**src/rtl/ft_pkg.sv**
```systemverilog
// ft_pkg
// Shared definitions for the FT232H 245-synchronous-FIFO transmit path.
// Holds the controller state encoding and the FT data bus width, so the
// interface, the holding buffer and the controller all agree on them.
package ft_pkg;

    localparam int FT_DATA_W = 8;

    typedef logic [FT_DATA_W-1:0] ft_byte_t;

    typedef enum logic [1:0] {
        IDLE   = 2'd0,
        STREAM = 2'd1,
        DRAIN  = 2'd2,
        FLUSH  = 2'd3
    } ft_state_t;

endpackage

```
**src/rtl/ft_tx_ctrl_if.sv**
```systemverilog
// ft_tx_ctrl_if
// Bundles the camera FIFO read port and the FT232H bus pins used by
// ft_tx_ctrl.
//   fifo_q        FIFO read data, valid the cycle after fifo_rdreq
//   fifo_rdempty  FIFO empty flag
//   fifo_rdusedw  FIFO fill level
//   fifo_rdreq    FIFO read request
//   ft_txe_n      FT TX FIFO has space when low
//   ft_data       FT data bus
//   ft_wr_n       FT write strobe, active low
//   ft_siwu_n     FT send-immediate, active low
//   ft_rd_n       FT read strobe (unused, held high)
//   ft_oe_n       FT output enable (unused, held high)
// master: the transmit controller.  slave: the FIFO + FT chip side.
interface ft_tx_ctrl_if #(
    parameter int ADDR_W = 10
);
    import ft_pkg::*;

    ft_byte_t          fifo_q;
    logic              fifo_rdempty;
    logic [ADDR_W-1:0] fifo_rdusedw;
    logic              fifo_rdreq;
    logic              ft_txe_n;
    ft_byte_t          ft_data;
    logic              ft_wr_n;
    logic              ft_siwu_n;
    logic              ft_rd_n;
    logic              ft_oe_n;

    modport master (
        input  fifo_q, fifo_rdempty, fifo_rdusedw, ft_txe_n,
        output fifo_rdreq, ft_data, ft_wr_n, ft_siwu_n, ft_rd_n, ft_oe_n
    );

    modport slave (
        output fifo_q, fifo_rdempty, fifo_rdusedw, ft_txe_n,
        input  fifo_rdreq, ft_data, ft_wr_n, ft_siwu_n, ft_rd_n, ft_oe_n
    );

endinterface

```
**src/rtl/ft_skid2.sv**
```systemverilog
// ft_skid2
// Two-entry ordered holding buffer. The head entry is the FT output
// register itself (head/head_n drive ft_data/ft_wr_n directly), the tail
// entry is the skid register that catches a byte landing while the head is
// stalled by TXE#.
//   clk, rst  clock, asynchronous active-high reset
//   push, din byte landing from the FIFO this cycle
//   pop       head byte accepted by the FT chip this cycle
//   head      current head byte (FT data bus)
//   head_n    head empty flag, i.e. the active-low write strobe
//   occ       number of valid entries (0..2)
module ft_skid2
    import ft_pkg::*;
(
    input  logic     clk,
    input  logic     rst,
    input  logic     push,
    input  ft_byte_t din,
    input  logic     pop,
    output ft_byte_t head,
    output logic     head_n,
    output logic [1:0] occ
);

    ft_byte_t head_q;
    logic     head_n_q;
    ft_byte_t tail_q;
    logic     tail_v;

    ft_byte_t head_d;
    logic     head_v_d;
    ft_byte_t tail_d;
    logic     tail_v_d;

    // Pop first so the tail advances into the head, then let a landing byte
    // take the first free slot. This keeps bytes strictly in arrival order.
    always_comb begin
        head_d   = head_q;
        head_v_d = !head_n_q;
        tail_d   = tail_q;
        tail_v_d = tail_v;

        if (pop && !head_n_q) begin
            head_v_d = tail_v;
            if (tail_v) begin
                head_d = tail_q;
            end
            tail_v_d = 1'b0;
        end

        if (push) begin
            if (!head_v_d) begin
                head_v_d = 1'b1;
                head_d   = din;
            end else begin
                tail_v_d = 1'b1;
                tail_d   = din;
            end
        end
    end

    always_ff @(posedge clk or posedge rst) begin
        if (rst) begin
            head_q   <= '0;
            head_n_q <= 1'b1;
            tail_q   <= '0;
            tail_v   <= 1'b0;
        end else begin
            head_q   <= head_d;
            head_n_q <= !head_v_d;
            tail_q   <= tail_d;
            tail_v   <= tail_v_d;
        end
    end

    assign head   = head_q;
    assign head_n = head_n_q;
    assign occ    = {1'b0, !head_n_q} + {1'b0, tail_v};

endmodule

```
**src/rtl/ft_tx_ctrl.sv**
```systemverilog
// ft_tx_ctrl
// Drains the camera data FIFO and writes bytes to an FT232H in 245
// synchronous FIFO mode, entirely in the 60 MHz FT CLKOUT domain.
// Streaming starts once BURST_MIN bytes are buffered, or after
// FLUSH_CYCLES idle cycles with any data present. After FLUSH_CYCLES idle
// cycles with an empty FIFO and unsent-since-flush data, SIWU# is pulsed
// for one cycle so the FT chip ships its partial packet.
//   clk         FT CLKOUT, the only clock
//   rst         asynchronous active-high reset
//   bus         FIFO read port + FT bus (master modport)
//   bytes_sent  count of bytes accepted by the FT chip, wraps
module ft_tx_ctrl
    import ft_pkg::*;
#(
    parameter int ADDR_W       = 10,
    parameter int BURST_MIN    = 64,
    parameter int FLUSH_CYCLES = 1024
) (
    input  logic               clk,
    input  logic               rst,
    ft_tx_ctrl_if.master       bus,
    output logic [31:0]        bytes_sent
);

    localparam int                TMR_W     = $clog2(FLUSH_CYCLES + 1);
    localparam logic [TMR_W-1:0]  TMR_MAX   = TMR_W'(FLUSH_CYCLES);
    localparam logic [ADDR_W-1:0] BURST_LVL = ADDR_W'(BURST_MIN);

    ft_state_t        state;
    ft_state_t        state_next;
    logic             rd_pend;
    logic             dirty;
    logic [TMR_W-1:0] idle_tmr;
    logic             tmr_done;
    logic             siwu_n_q;
    logic [31:0]      sent_cnt;

    logic             acc;
    logic             rdreq;
    logic [1:0]       buf_occ;
    logic [2:0]       occ;
    ft_byte_t         head;
    logic             head_n;

    ft_skid2 u_skid (
        .clk    (clk),
        .rst    (rst),
        .push   (rd_pend),
        .din    (bus.fifo_q),
        .pop    (acc),
        .head   (head),
        .head_n (head_n),
        .occ    (buf_occ)
    );

    // A byte leaves when the strobe is low and the FT chip has room.
    assign acc      = !head_n && !bus.ft_txe_n;
    assign occ      = {1'b0, buf_occ} + {2'b00, rd_pend};
    assign tmr_done = (idle_tmr == TMR_MAX);

    // Read only when the byte can be stored two edges from now: counting the
    // in-flight byte and the one leaving this cycle, at most one slot may be
    // taken. This is what lets a TXE# stall hold at most two bytes.
    assign rdreq = (state == STREAM) && !bus.fifo_rdempty
                   && ((occ - {2'b00, acc}) < 3'd2);

    always_comb begin
        state_next = state;
        unique case (state)
            IDLE: begin
                if ((bus.fifo_rdusedw >= BURST_LVL) || (!bus.fifo_rdempty && tmr_done)) begin
                    state_next = STREAM;
                end else if (tmr_done && bus.fifo_rdempty && dirty && (occ == 3'd0)) begin
                    state_next = FLUSH;
                end
            end
            STREAM: begin
                if (bus.fifo_rdempty && !rdreq) begin
                    state_next = DRAIN;
                end
            end
            DRAIN: begin
                if (occ == 3'd0) begin
                    state_next = IDLE;
                end
            end
            FLUSH: begin
                state_next = IDLE;
            end
            default: begin
                state_next = IDLE;
            end
        endcase
    end

    always_ff @(posedge clk or posedge rst) begin
        if (rst) begin
            state    <= IDLE;
            rd_pend  <= 1'b0;
            siwu_n_q <= 1'b1;
        end else begin
            state    <= state_next;
            rd_pend  <= rdreq;
            siwu_n_q <= (state_next != FLUSH);
        end
    end

    // The timer only runs while sitting in IDLE; anything else restarts it.
    always_ff @(posedge clk or posedge rst) begin
        if (rst) begin
            idle_tmr <= '0;
        end else if ((state != IDLE) || (state_next != IDLE) || acc) begin
            idle_tmr <= '0;
        end else if (!tmr_done) begin
            idle_tmr <= idle_tmr + TMR_W'(1);
        end
    end

    // dirty remembers that bytes went out since the last SIWU# pulse.
    always_ff @(posedge clk or posedge rst) begin
        if (rst) begin
            dirty <= 1'b0;
        end else if (acc) begin
            dirty <= 1'b1;
        end else if (state == FLUSH) begin
            dirty <= 1'b0;
        end
    end

    always_ff @(posedge clk or posedge rst) begin
        if (rst) begin
            sent_cnt <= '0;
        end else if (acc) begin
            sent_cnt <= sent_cnt + 32'd1;
        end
    end

    assign bus.fifo_rdreq = rdreq;
    assign bus.ft_data    = head;
    assign bus.ft_wr_n    = head_n;
    assign bus.ft_siwu_n  = siwu_n_q;
    assign bus.ft_rd_n    = 1'b1;
    assign bus.ft_oe_n    = 1'b1;
    assign bytes_sent     = sent_cnt;

endmodule

```
**src/flat_wrapper.sv**
```systemverilog
// flat-port wrapper written by rule: the top's interface ports become plain ports
module ft_tx_ctrl_flat import ft_pkg::*;
#(
    parameter int ADDR_W       = 10,
    parameter int BURST_MIN    = 64,
    parameter int FLUSH_CYCLES = 1024
)
  (clk, rst, bytes_sent, bus_fifo_q, bus_fifo_rdempty, bus_fifo_rdusedw, bus_ft_txe_n, bus_fifo_rdreq, bus_ft_data, bus_ft_wr_n, bus_ft_siwu_n, bus_ft_rd_n, bus_ft_oe_n);
  ft_tx_ctrl_if #(.ADDR_W(ADDR_W)) bus_i ();
  input  logic clk;
  input  logic rst;
  output logic [31:0] bytes_sent;
  input wire logic [$bits(bus_i.fifo_q)-1:0] bus_fifo_q;
  input wire logic [$bits(bus_i.fifo_rdempty)-1:0] bus_fifo_rdempty;
  input wire logic [$bits(bus_i.fifo_rdusedw)-1:0] bus_fifo_rdusedw;
  input wire logic [$bits(bus_i.ft_txe_n)-1:0] bus_ft_txe_n;
  output wire logic [$bits(bus_i.fifo_rdreq)-1:0] bus_fifo_rdreq;
  output wire logic [$bits(bus_i.ft_data)-1:0] bus_ft_data;
  output wire logic [$bits(bus_i.ft_wr_n)-1:0] bus_ft_wr_n;
  output wire logic [$bits(bus_i.ft_siwu_n)-1:0] bus_ft_siwu_n;
  output wire logic [$bits(bus_i.ft_rd_n)-1:0] bus_ft_rd_n;
  output wire logic [$bits(bus_i.ft_oe_n)-1:0] bus_ft_oe_n;
  assign bus_i.fifo_q = bus_fifo_q;
  assign bus_i.fifo_rdempty = bus_fifo_rdempty;
  assign bus_i.fifo_rdusedw = bus_fifo_rdusedw;
  assign bus_i.ft_txe_n = bus_ft_txe_n;
  assign bus_fifo_rdreq = bus_i.fifo_rdreq;
  assign bus_ft_data = bus_i.ft_data;
  assign bus_ft_wr_n = bus_i.ft_wr_n;
  assign bus_ft_siwu_n = bus_i.ft_siwu_n;
  assign bus_ft_rd_n = bus_i.ft_rd_n;
  assign bus_ft_oe_n = bus_i.ft_oe_n;
  ft_tx_ctrl #(.ADDR_W(ADDR_W), .BURST_MIN(BURST_MIN), .FLUSH_CYCLES(FLUSH_CYCLES)) u_core (.clk(clk), .rst(rst), .bus(bus_i), .bytes_sent(bytes_sent));
endmodule
```
**config.mk**
```make
export PLATFORM = sky130hd
export DESIGN_NAME = ft_tx_ctrl_flat
export DESIGN_NICKNAME = d
export VERILOG_FILES = /design/src/rtl/ft_pkg.sv /design/src/rtl/ft_tx_ctrl_if.sv /design/src/rtl/ft_skid2.sv /design/src/rtl/ft_tx_ctrl.sv /design/src/flat_wrapper.sv
export SDC_FILE = /design/constraint.sdc
export NUM_CORES = 1
export LEC_CHECK = 0
export ABC_AREA = 1
export ABC_CLOCK_PERIOD_IN_PS = 5830
export CAP_MARGIN = 0
export CORE_ASPECT_RATIO = 1.2
export CORE_MARGIN = 5
export CORE_UTILIZATION = 35
export CTS_BUF_LIST = sky130_fd_sc_hd__clkbuf_8 sky130_fd_sc_hd__clkbuf_16
export CTS_CLUSTER_SIZE = 14
export DETAILED_ROUTE_END_ITERATION = 8
export GPL_ROUTABILITY_DRIVEN = 0
export GPL_TIMING_DRIVEN = 0
export PLACE_DENSITY = 0.66
export SLEW_MARGIN = 10
export SYNTH_ARGS = -nofsm -noshare
export SYNTH_HDL_FRONTEND = slang
export SYNTH_SLANG_ARGS = --single-unit
```
**constraint.sdc**
```tcl
create_clock -name clk -period 5.83 [get_ports clk]
set_input_delay 0.583 -clock clk [delete_from_list [all_inputs] [get_ports clk]]
set_output_delay 0.583 -clock clk [all_outputs]
set_load 0.005 [all_outputs]
```
# --- After elaboration in Yosys (flattened, before gate mapping) ---
# Cells that the tools add are included.
totals:
  out_inout_bits: 45
  register_bits: 66
  word_cells: 64
  in_bits: 22
op_classes:
  order_cmp: 2
  eq_ne: 6
  muxes: 18
  reduce_logical: 23
  addsub: 5
ops:
  columns: ["operator", "n"]
  rows:
  - ["32-bit by 1-bit adder with 32-bit output (second input constant)", 1]
  - ["8-bit 2-to-1 mux", 4]
  - ["11-bit 2-to-1 mux", 2]
  - ["11-bit by 1-bit adder with 11-bit output (second input constant)", 1]
  - ["11-bit == test (second input constant)", 1]
  - ["10-bit by 7-bit >= comparator with 1-bit output (second input constant)", 1]
  - ["1-bit logical AND", 9]
  - ["2-bit 2-to-1 mux", 4]
  - ["2-bit case mux with 4 select lines", 1]
  - ["1-bit 2-to-1 mux", 7]
  - ["2-bit nonzero test", 3]
  - ["1-bit logical NOT", 5]
  - ["2-bit == test (second input constant)", 2]
  - ["2-bit != test (second input constant)", 2]
  - ["2-bit by 1-bit adder with 3-bit output", 1]
  - ["3-bit logical NOT", 1]
  - ["1-bit logical OR", 3]
  - ["3-bit by 2-bit less-than comparator with 1-bit output (second input constant)", 1]
  - ["3-bit by 1-bit subtractor with 3-bit output", 1]
  - ["1-bit by 1-bit adder with 2-bit output", 1]
  - ["2-bit by 1-bit == test with 1-bit output (second input constant)", 1]
  - ["2-bit logical NOT", 1]
  - ["2-bit AND reduction", 1]

# --- Longest topological paths before layout ---
# Gate-level depths: netlist (run 1).
logic_depth:
  word_depth: 14
  mapped_depth: 10
  depth_no_buf: 10

# --- By module ---
# From an unflattened synthesis (run 1), not the netlist that was laid out.
unflattened:
  cells_unflattened: 447
  area_unflattened_um2: 3643.5
by_module_without_submodules:
  columns: ["module", "area_each_um2", "cells_per_inst", "instances", "seq_area_each_um2"]
  rows:
  - ["ft_tx_ctrl", 2701.3, 329, 1, 1202.4]
  - ["ft_skid2", 942.2, 118, 1, 451.7]

# --- Worst setup path before layout (run 1) ---
# OpenSTA, ideal clock, no wires.
synth_path:
  path_kind: "register to output"
  from: "register u_core.u_skid.head_n_q (netlist: u_core.u_skid.head_n)"
  to: "output port bus_fifo_rdreq"
  n_path_buf: 0
  t_arrival_ns: 1.466
  setup_slack_ns: 3.781
  path_stages_with_launch: 7
  required_ns: 5.247
  cell_sequence: "dfstp_2 -> inv_2 -> fa_1 -> inv_1 -> nand2_1 -> o21ai_0 -> nor2_1"
synth_via:
  elab_chain_len: 6
  word_cells_on_any_way: 7
  cone_classes: "3 x add/sub; 1 x order compare; 3 x reduce/logical"
synth_lines:
  columns: ["element", "line_no", "source"]
  rows:
  - ["start: declaration", "ft_skid2.sv:26", "logic head_n_q;"]
  - ["start signal: assignment", "ft_skid2.sv:70", "head_n_q <= !head_v_d;"]
  - ["1-bit logical NOT *", "ft_skid2.sv:78, ft_tx_ctrl.sv:57", null]
  - ["1-bit by 1-bit adder with 2-bit output", "ft_skid2.sv:78", "assign occ = {1'b0, !head_n_q} + {1'b0, tail_v};"]
  - ["2-bit by 1-bit adder with 3-bit output", "ft_tx_ctrl.sv:58", "assign occ = {1'b0, buf_occ} + {2'b00, rd_pend};"]
  - ["3-bit by 1-bit subtractor with 3-bit output *", "ft_tx_ctrl.sv:65", "&& ((occ - {2'b00, acc}) < 3'd2);"]
  - ["3-bit by 2-bit less-than comparator with 1-bit output *", "ft_tx_ctrl.sv:65", null]
  - ["1-bit logical AND *", "ft_tx_ctrl.sv:65", null]
  - ["end: declaration", "flat_wrapper.sv:17", "output wire logic [$bits(bus_i.fifo_rdreq)-1:0] bus_fifo_rdreq;"]
# Mark *: on every way between the ends. The rest lies on a longest branch, timed or not.

# --- Worst setup path in the final report (run 1) ---
layout_path:
  from: "input port bus_ft_txe_n"
  to: "output port bus_fifo_rdreq"
layout_via:
  elab_chain_len: 5
layout_lines:
  columns: ["element", "line_no", "source"]
  rows:
  - ["start: declaration", "flat_wrapper.sv:16", "input wire logic [$bits(bus_i.ft_txe_n)-1:0] bus_ft_txe_n;"]
  - ["1-bit logical NOT", "ft_tx_ctrl.sv:57", "assign acc = !head_n && !bus.ft_txe_n;"]
  - ["1-bit logical AND", "ft_tx_ctrl.sv:57", null]
  - ["3-bit by 1-bit subtractor with 3-bit output", "ft_tx_ctrl.sv:65", null]
  - ["3-bit by 2-bit less-than comparator with 1-bit output", "ft_tx_ctrl.sv:65", null]
  - ["1-bit logical AND", "ft_tx_ctrl.sv:65", null]
# No other way between the ends.

==> results of run 1 <==
[registers in the layout, summed over array words and instances (netlist names)]
register	flops
u_core.bytes_sent	32
u_core.idle_tmr	11
u_core.u_skid.head	8
u_core.u_skid.tail_q	8
u_core.state	2
u_core.bus.ft_siwu_n	1
u_core.dirty	1
u_core.rd_pend	1
u_core.u_skid.head_n	1
u_core.u_skid.tail_v	1
[stage by stage]
stage / area (sq um) / instances / utilization [%]
6_report: 4640 / 632 / 46.6
5_1_grt: 4640 / 632 / 46.6
4_1_cts: 4640 / 632 / 46.6
3_5_place_dp: 4310 / 616 / 43.2
3_3_place_gp: 4280 / 615 / 43.0
2_1_floorplan: 3550 / 431 / -
[cell type report]
class	instances	area, sq um	area share, %
Multi-Input combinational cell	313	1670	36.0
Sequential cell	66	1650	35.6
Timing Repair Buffer	59	601	12.9
Clock buffer	10	239	5.15
Inverter	44	168	3.61
Tap cell	126	158	3.40
Clock inverter	6	95.1	2.05
Buffer	8	56.3	1.21
[worst max-delay path, delay by kind of cell]
kind                   cells  cell delay [ns]
AND/OR/NAND/NOR            2             0.26
AO/OA/AOI/OAI              1             0.09
buffers and inverters      5             1.50
[report_power, final]
group / leakage (nW) / switching [mW] / internal (mW) / total, mW
clock network: 0.164 / 0.220 / 0.391 / 0.611
logic: 1.14 / 0.230 / 0.216 / 0.445
registers: 0.869 / 0.0740 / 0.555 / 0.629
total: 2.17 / 0.524 / 1.16 / 1.69
[kinds of logic (layout without fill, tap and decap cells)]
group / after synthesis / count (layout)
adder cells (fa/ha/maj): 4 / 4
buffers and inverters: 52 / 127
multiplexers: 6 / 6
AO/OA/AOI/OAI: 25 / 25
other: 1 / 2
AND/OR/NAND/NOR: 253 / 253
flip-flops: 66 / 66
XOR/XNOR: 23 / 23
[cell usage in the layout (no fill, tap or decap), drive strengths merged, types with 2 or more instances in the layout]
cell           Yosys  routed
clkdlybuf4s50      0      58
nor3              22      22
conb               1       2
clkbuf             0      10
o21ai              9       9
nor2              53      53
nand3b             6       6
buf                8       9
dfrtp             64      64
nand4              5       5
a31oi              5       5
and3               2       2
mux2               5       5
o22ai              3       3
bufinv             0       2
inv               44      47
nand2            136     136
xnor2              7       7
a21oi              7       7
xor2              16      16
ha                 3       3
nor3b              3       3
nand3             24      24
dfstp              2       2
[path summary, 6_finish.rpt]
kind	from	to	slack, ns	cells after the start
max	bus_ft_txe_n	bus_fifo_rdreq	2.81	8
min	u_core.dirty	u_core.dirty	0.48	2
max reg2reg	u_core.u_skid.head_n	u_core.idle_tmr[10]	3.72	9
min reg2reg	u_core.dirty	u_core.dirty	0.48	2
max in group asynchronous	rst	u_core.bus.ft_siwu_n	4.67	3
min in group asynchronous	rst	u_core.bytes_sent[19]	0.57	2
[Yosys cell counts]
cell      count  area [sq um]
dfrtp_1      64          1600
nand3_1      23           115
mux2i_1       1          10.0
conb_1        1          3.75
a21oi_1       6          30.0
fa_1          1          20.0
ha_1          3          37.5
nand3_2       1          10.0
and3_1        2          12.5
a31oi_1       5          31.3
nor4_1        1          6.26
inv_1        40           150
nor3_1       17          85.1
a21oi_2       1          8.76
o21bai_1      1          7.51
mux2_1        1          11.3
and2_1        1          6.26
buf_4         4          30.0
inv_2         4          15.0
nand3b_1      6          45.0
nand4_1       5          31.3
nor3b_2       1          12.5
dfstp_2       2          52.6
nor3_2        5          50.1
o21ai_0       9          45.0
xor2_1       16           140
nand2_4       3          33.8
buf_6         1          11.3
xnor2_1       7          61.3
nor2_1       44           165
nor2_4        4          45.0
nand2_1     131           492
o22ai_1       3          18.8
nor3b_1       2          15.0
mux2_2        4          45.0
nor2_8        2          40.0
nor2_2        3          18.8
nand2_2       2          12.5
buf_2         3          15.0
[routing by layer]
layer / track usage (%) / part of all wire, % / up-vias
met5: 0 / 0 / -
met1: 17.5 / 42 / 1461
met4: 5.09 / 1.2 / 0
met3: 3.12 / 5.6 / 10
met2: 24.8 / 51 / 60
li1: - / - / 1509
==> metrics.csv, run 1 <==
stage,metric,value,unit
floorplan,Starting Density,35.6,%
clocking,# hold bufs at CTS,0,
layout,Final Net Count,527,
pwr,Power Density,363,nW/um^2
clocking,clock transition at the registers of the reported paths,0.06,ns
worst_setup_path,worst endpoint data arrival time,2.44,ns
floorplan,Chip Height,120,um
layout,Ant. Diodes,0,
drt,WL per Instance,13.1,um
floorplan,die area,12200,sq um
sta,PnR worst setup slack,2.81,ns
worst_setup_path,CP Cell Sequence,"clkdlybuf4s50_1, inv_2, nand2_4, inv_2, buf_2, a21oi_1, nor2_1, clkdlybuf4s50_1",
floorplan,core region area,9960,sq um
pwr,Max VDD drop,0.000208,V
worst_setup_path,crit path launch type,primary input,
drt,"antenna viol nets, final",0,
sta,final hold vios,0,
global_route,largest net degree at the start of global routing,43,
clocking,CTS Sinks,66,
placement,pre-CTS setup slack,2.79,ns
yosys,Mapped Area,3540,sq um
drt,DRC errors left,0,
sta,Min Hold Slack,0.480,ns
floorplan,Cell Rows,40,
sta,Clock Skews,0.00852,ns
clocking,# H-tree levels,3,
clocking,post_cts resized,0,
sta,Tcrit/Tclk final,51.9,%
worst_setup_path,CP Class,primary input to output pin,
global_route,number of global-route vias before repair,3018,
clocking,Root Buffer,clkbuf_16,
worst_setup_path,Max stage delay on crit path,0.54,ns
clocking,CTS Buffer Depth,2,
yosys,syn_area_per_cell,8.24,sq um
yosys,Synth Area in XOR/XNOR,5.69,%
yosys,largest family of logic cells by synthesized area,simple AND/OR/NAND/NOR gates,
clocking,"Clk Latency, worst-skew pair",0.34,ns
drt,Via-to-Cell Ratio,4.81,
yosys,sequential share of the synthesized area,46.7,%
yosys,post-synthesis mux area share,1.87,%
sta,Final setup viols,0,
worst_setup_path,Crit Path Max Fanout,10,
sta,fmax,331,MHz
yosys,Adder-Cell Fraction of Synth Area,1.62,%
sta,Final TNS setup,0,ns
worst_setup_path,Worst setup EP type,output pin,
sta,RSZ-0062 raised after global routing,no,
yosys,register bit total from synthesis,66,
drt,DRT Wirelength,8280,um
placement,port bufs,58,
layout,fill count,955,
clocking,Post-CTS Setup Inserts,0,
layout,layout cell share with drive strength beyond 1,11.5,%
yosys,Compound-Gate Fraction of Synth Area,3.99,%
clocking,CTS tree,done,
sta,fin. max-slew vios,0,
clocking,CTS Buf Count,9,
placement,detailed placement HPWL,5990,um
layout,Layout Area Growth over Synthesis,31.0,%
worst_setup_path,WP data required,5.25,ns
floorplan,# IOs,67,
yosys,post-synth cell types,39,
global_route,first-pass GRT wire length,14200,um
min_path,HP Class,register to register,
global_route,total gr overflow,0,
sta,minimum clock period,3.02,ns
drt,DRT Pass-1 Iters,4,
pwr,Pleak,2.17,nW
yosys,Post-Synth Simple-Gate Area,33.8,%
global_route,GRT Util Overall,14.4,%
drt,Initial DRC Count,99,
worst_setup_path,Critical-path top delay cell,clkdlybuf4s50_1,
floorplan,chip width,102,um
run,maxcap violations,0,
drt,vias,3040,
global_route,initial antenna violation count,0,
yosys,Yosys warning count,0,
yosys,Cells after Synth,430,
outcome,status,"complete, no violations",
pwr,Pwr Total,1.69,mW
Power figures use the tool's default switching activity.
==> run 2: changes to the inputs <==
--- a/config.mk
+++ b/config.mk
@@ -6,7 +6,7 @@
 export NUM_CORES = 1
 export LEC_CHECK = 0
 export ABC_AREA = 1
-export ABC_CLOCK_PERIOD_IN_PS = 5830
+export ABC_CLOCK_PERIOD_IN_PS = 2950
 export CAP_MARGIN = 0
 export CORE_ASPECT_RATIO = 1.2
 export CORE_MARGIN = 5
==> constraint.sdc (replaced) <==
create_clock -name clk -period 2.95 [get_ports clk]
set_input_delay 0.295 -clock clk [delete_from_list [all_inputs] [get_ports clk]]
set_output_delay 0.295 -clock clk [all_outputs]
set_load 0.005 [all_outputs]
==> results of run 2 <==
The final DEF is identical to that of run 1. Status: complete, no violations.
Main changes from that run: setup slack after placement 2.79 ns -> 0.489 ns; setup slack after layout 2.81 ns -> 0.227 ns; hold slack 0.480 ns -> 0.277 ns; start point of the critical path bus_ft_txe_n -> u_core.u_skid.head_n; register-to-register setup slack 3.72 ns -> 0.84 ns; total power 1.69 mW -> 3.33 mW; worst IR drop on VDD 0.000208 V -> 0.000412 V
==> run 3: changes to the inputs <==
--- a/config.mk
+++ b/config.mk
@@ -17,6 +17,7 @@
 export GPL_ROUTABILITY_DRIVEN = 0
 export GPL_TIMING_DRIVEN = 0
 export PLACE_DENSITY = 0.66
+export SETUP_SLACK_MARGIN = 0.02
 export SLEW_MARGIN = 10
 export SYNTH_ARGS = -nofsm -noshare
 export SYNTH_HDL_FRONTEND = slang
==> metrics.csv, run 3 (synthesized netlist as in run 1, its figures left out) <==
stage,metric,value,unit,change
layout,Final Net Count,527,,unchanged
global_route,number of global-route vias before repair,3018,,unchanged
worst_setup_path,Crit Path Max Fanout,3,,
worst_setup_path,crit path launch type,register,,
global_route,initial antenna violation count,0,,unchanged
layout,"commonest non-fill, non-tap cell in the layout",nand2_1,,
placement,port bufs,58,,unchanged
clocking,CTS Buffer Depth,2,,unchanged
outcome,status,"complete, no violations",,
global_route,total gr overflow,0,,unchanged
drt,DRT Wirelength,8270,um,about the same
drt,DRT Pass-1 Iters,4,,unchanged
pwr,Pleak,2.17,nW,about the same
layout,Ant. Diodes,0,,unchanged
drt,Initial DRC Count,99,,unchanged
clocking,# H-tree levels,3,,unchanged
global_route,largest net degree at the start of global routing,43,,unchanged
global_route,GRT Util Overall,14.4,%,unchanged
drt,"antenna viol nets, final",0,,unchanged
sta,Final setup viols,0,,unchanged
clocking,CTS Sinks,66,,unchanged
clocking,"Clk Latency, worst-skew pair",0.34,ns,about the same
sta,Final TNS setup,0,ns,unchanged
drt,DRC errors left,0,,unchanged
floorplan,# IOs,67,,unchanged
layout,"commonest cells after routing, fill and taps aside","nand2_1, dfrtp_1, clkdlybuf4s50_1, nor2_1, inv_1",,
worst_setup_path,Reg2Reg Setup Slack,0.84,ns,
sta,minimum clock period,2.71,ns,
clocking,Post-CTS Setup Inserts,0,,unchanged
drt,vias,3040,,unchanged
worst_setup_path,worst flop-to-flop path endpoint,u_core.idle_tmr[10],,
sta,Tcrit/Tclk final,91.7,%,
worst_setup_path,Worst setup EP type,output pin,,
pwr,Max VDD drop,0.000413,V,
floorplan,die area,12200,sq um,unchanged
layout,"Core Util, Final",46.6,%,unchanged
layout,fill count,955,,unchanged
drt,WL per Instance,13.1,um,about the same
sta,final hold vios,0,,unchanged
clocking,CTS tree,done,,
worst_setup_path,worst endpoint data arrival time,2.41,ns,
sta,fin. max-slew vios,0,,unchanged
worst_setup_path,WP data required,2.65,ns,
worst_setup_path,CP Class,register to output pin,,
sta,fmax,370,MHz,
floorplan,core region area,9960,sq um,unchanged
worst_setup_path,RR Startpoint,u_core.u_skid.head_n,,
floorplan,Cell Rows,40,,unchanged
clocking,Root Buffer,clkbuf_16,,
clocking,clock transition at the registers of the reported paths,0.06,ns,about the same
run,maxcap violations,0,,unchanged
sta,RSZ-0062 raised after global routing,no,,
drt,Via-to-Cell Ratio,4.81,,unchanged
layout,Layout Area Growth over Synthesis,31.0,%,unchanged
layout,max reg flops,32,,unchanged
placement,detailed placement HPWL,5990,um,unchanged
floorplan,chip width,102,um,unchanged
floorplan,Chip Height,120,um,unchanged
min_path,HP Class,primary input to asynchronous set/reset pin,,
worst_setup_path,R2R depth,9,,unchanged
global_route,first-pass GRT wire length,14200,um,unchanged
layout,layout cell share with drive strength beyond 1,11.5,%,unchanged
floorplan,Starting Density,35.6,%,unchanged
clocking,CTS Buf Count,9,,unchanged
pwr,Power Density,718,nW/um^2,
sta,Clock Skews,0.00852,ns,-0.000000890 ns
## run 3: cell counts in the layout (fill, tap and decap cells not counted)
No cell type changed its count.
## run 3: power breakdown
part / switching [mW] / total (mW) / internal (mW)
Sequential: 0.146 / 1.24 / 1.10
Combinational: 0.455 / 0.881 / 0.426
Clock: 0.434 / 1.21 / 0.773
Total: 1.04 / 3.33 / 2.30
## run 3: worst max-delay path, stage by stage (launching register included)
cell and delay (ns):
dfstp_2 0.55, inv_2 0.06, fa_1 0.54, inv_1 0.06
nand2_1 0.10, o21ai_0 0.08, nor2_1 0.14, clkdlybuf4s50_1 0.54
## run 3: metrics by stage
stage	cells	hold WS, ns	instance area (sq um)	total power, mW	setup WS [ns]
after global placement	615	0.455	4280	2.12	-0.180
after floorplan	431	0.427	3550	1.76	1.00
after global routing	632	0.328	4640	3.53	0.0499
after detailed placement	616	0.457	4310	2.14	0.489
after CTS	632	0.298	4640	3.36	0.212
final	632	0.276	4640	3.33	0.245
## run 3: worst max path at each step
stage	from	slack (ns)	cells past startpoint	end
2_1_floorplan	rst	1.00	1	u_core.bytes_sent[0]
3_3_place_gp	rst	-0.18	2	u_core.u_skid.head[4]
3_5_place_dp	bus_ft_txe_n	0.49	8	bus_fifo_rdreq
4_1_cts	u_core.u_skid.head_n	0.21	7	bus_fifo_rdreq
5_1_grt	u_core.u_skid.head_n	0.05	7	bus_fifo_rdreq
6_report	u_core.u_skid.head_n	0.24	7	bus_fifo_rdreq
## run 3: layout make-up
cell class / count / area (sq um) / share of cell area, %
Buffer: 8 / 56.3 / 1.21
Clock buffer: 10 / 239 / 5.15
Clock inverter: 6 / 95.1 / 2.05
Inverter: 44 / 168 / 3.61
Multi-Input combinational cell: 313 / 1670 / 36.0
Sequential cell: 66 / 1650 / 35.6
Tap cell: 126 / 158 / 3.40
Timing Repair Buffer: 59 / 601 / 12.9
## run 3: what timing repair did
| action | in CTS | in global routing |
|---|---|---|
| resized for setup | 0 | 0 |
| hold buffers | 0 | 0 |
| setup endpoints to repair | 0 | 1 |
## run 3: routing by layer
| layer | global-route usage [%] | part of all wire (%) | vias up |
|---|---|---|---|
| li1 | - | - | 1509 |
| met5 | 0 | 0 | - |
| met4 | 5.09 | 1.2 | 0 |
| met3 | 3.12 | 5.4 | 9 |
| met1 | 17.5 | 43 | 1463 |
| met2 | 24.8 | 51 | 59 |
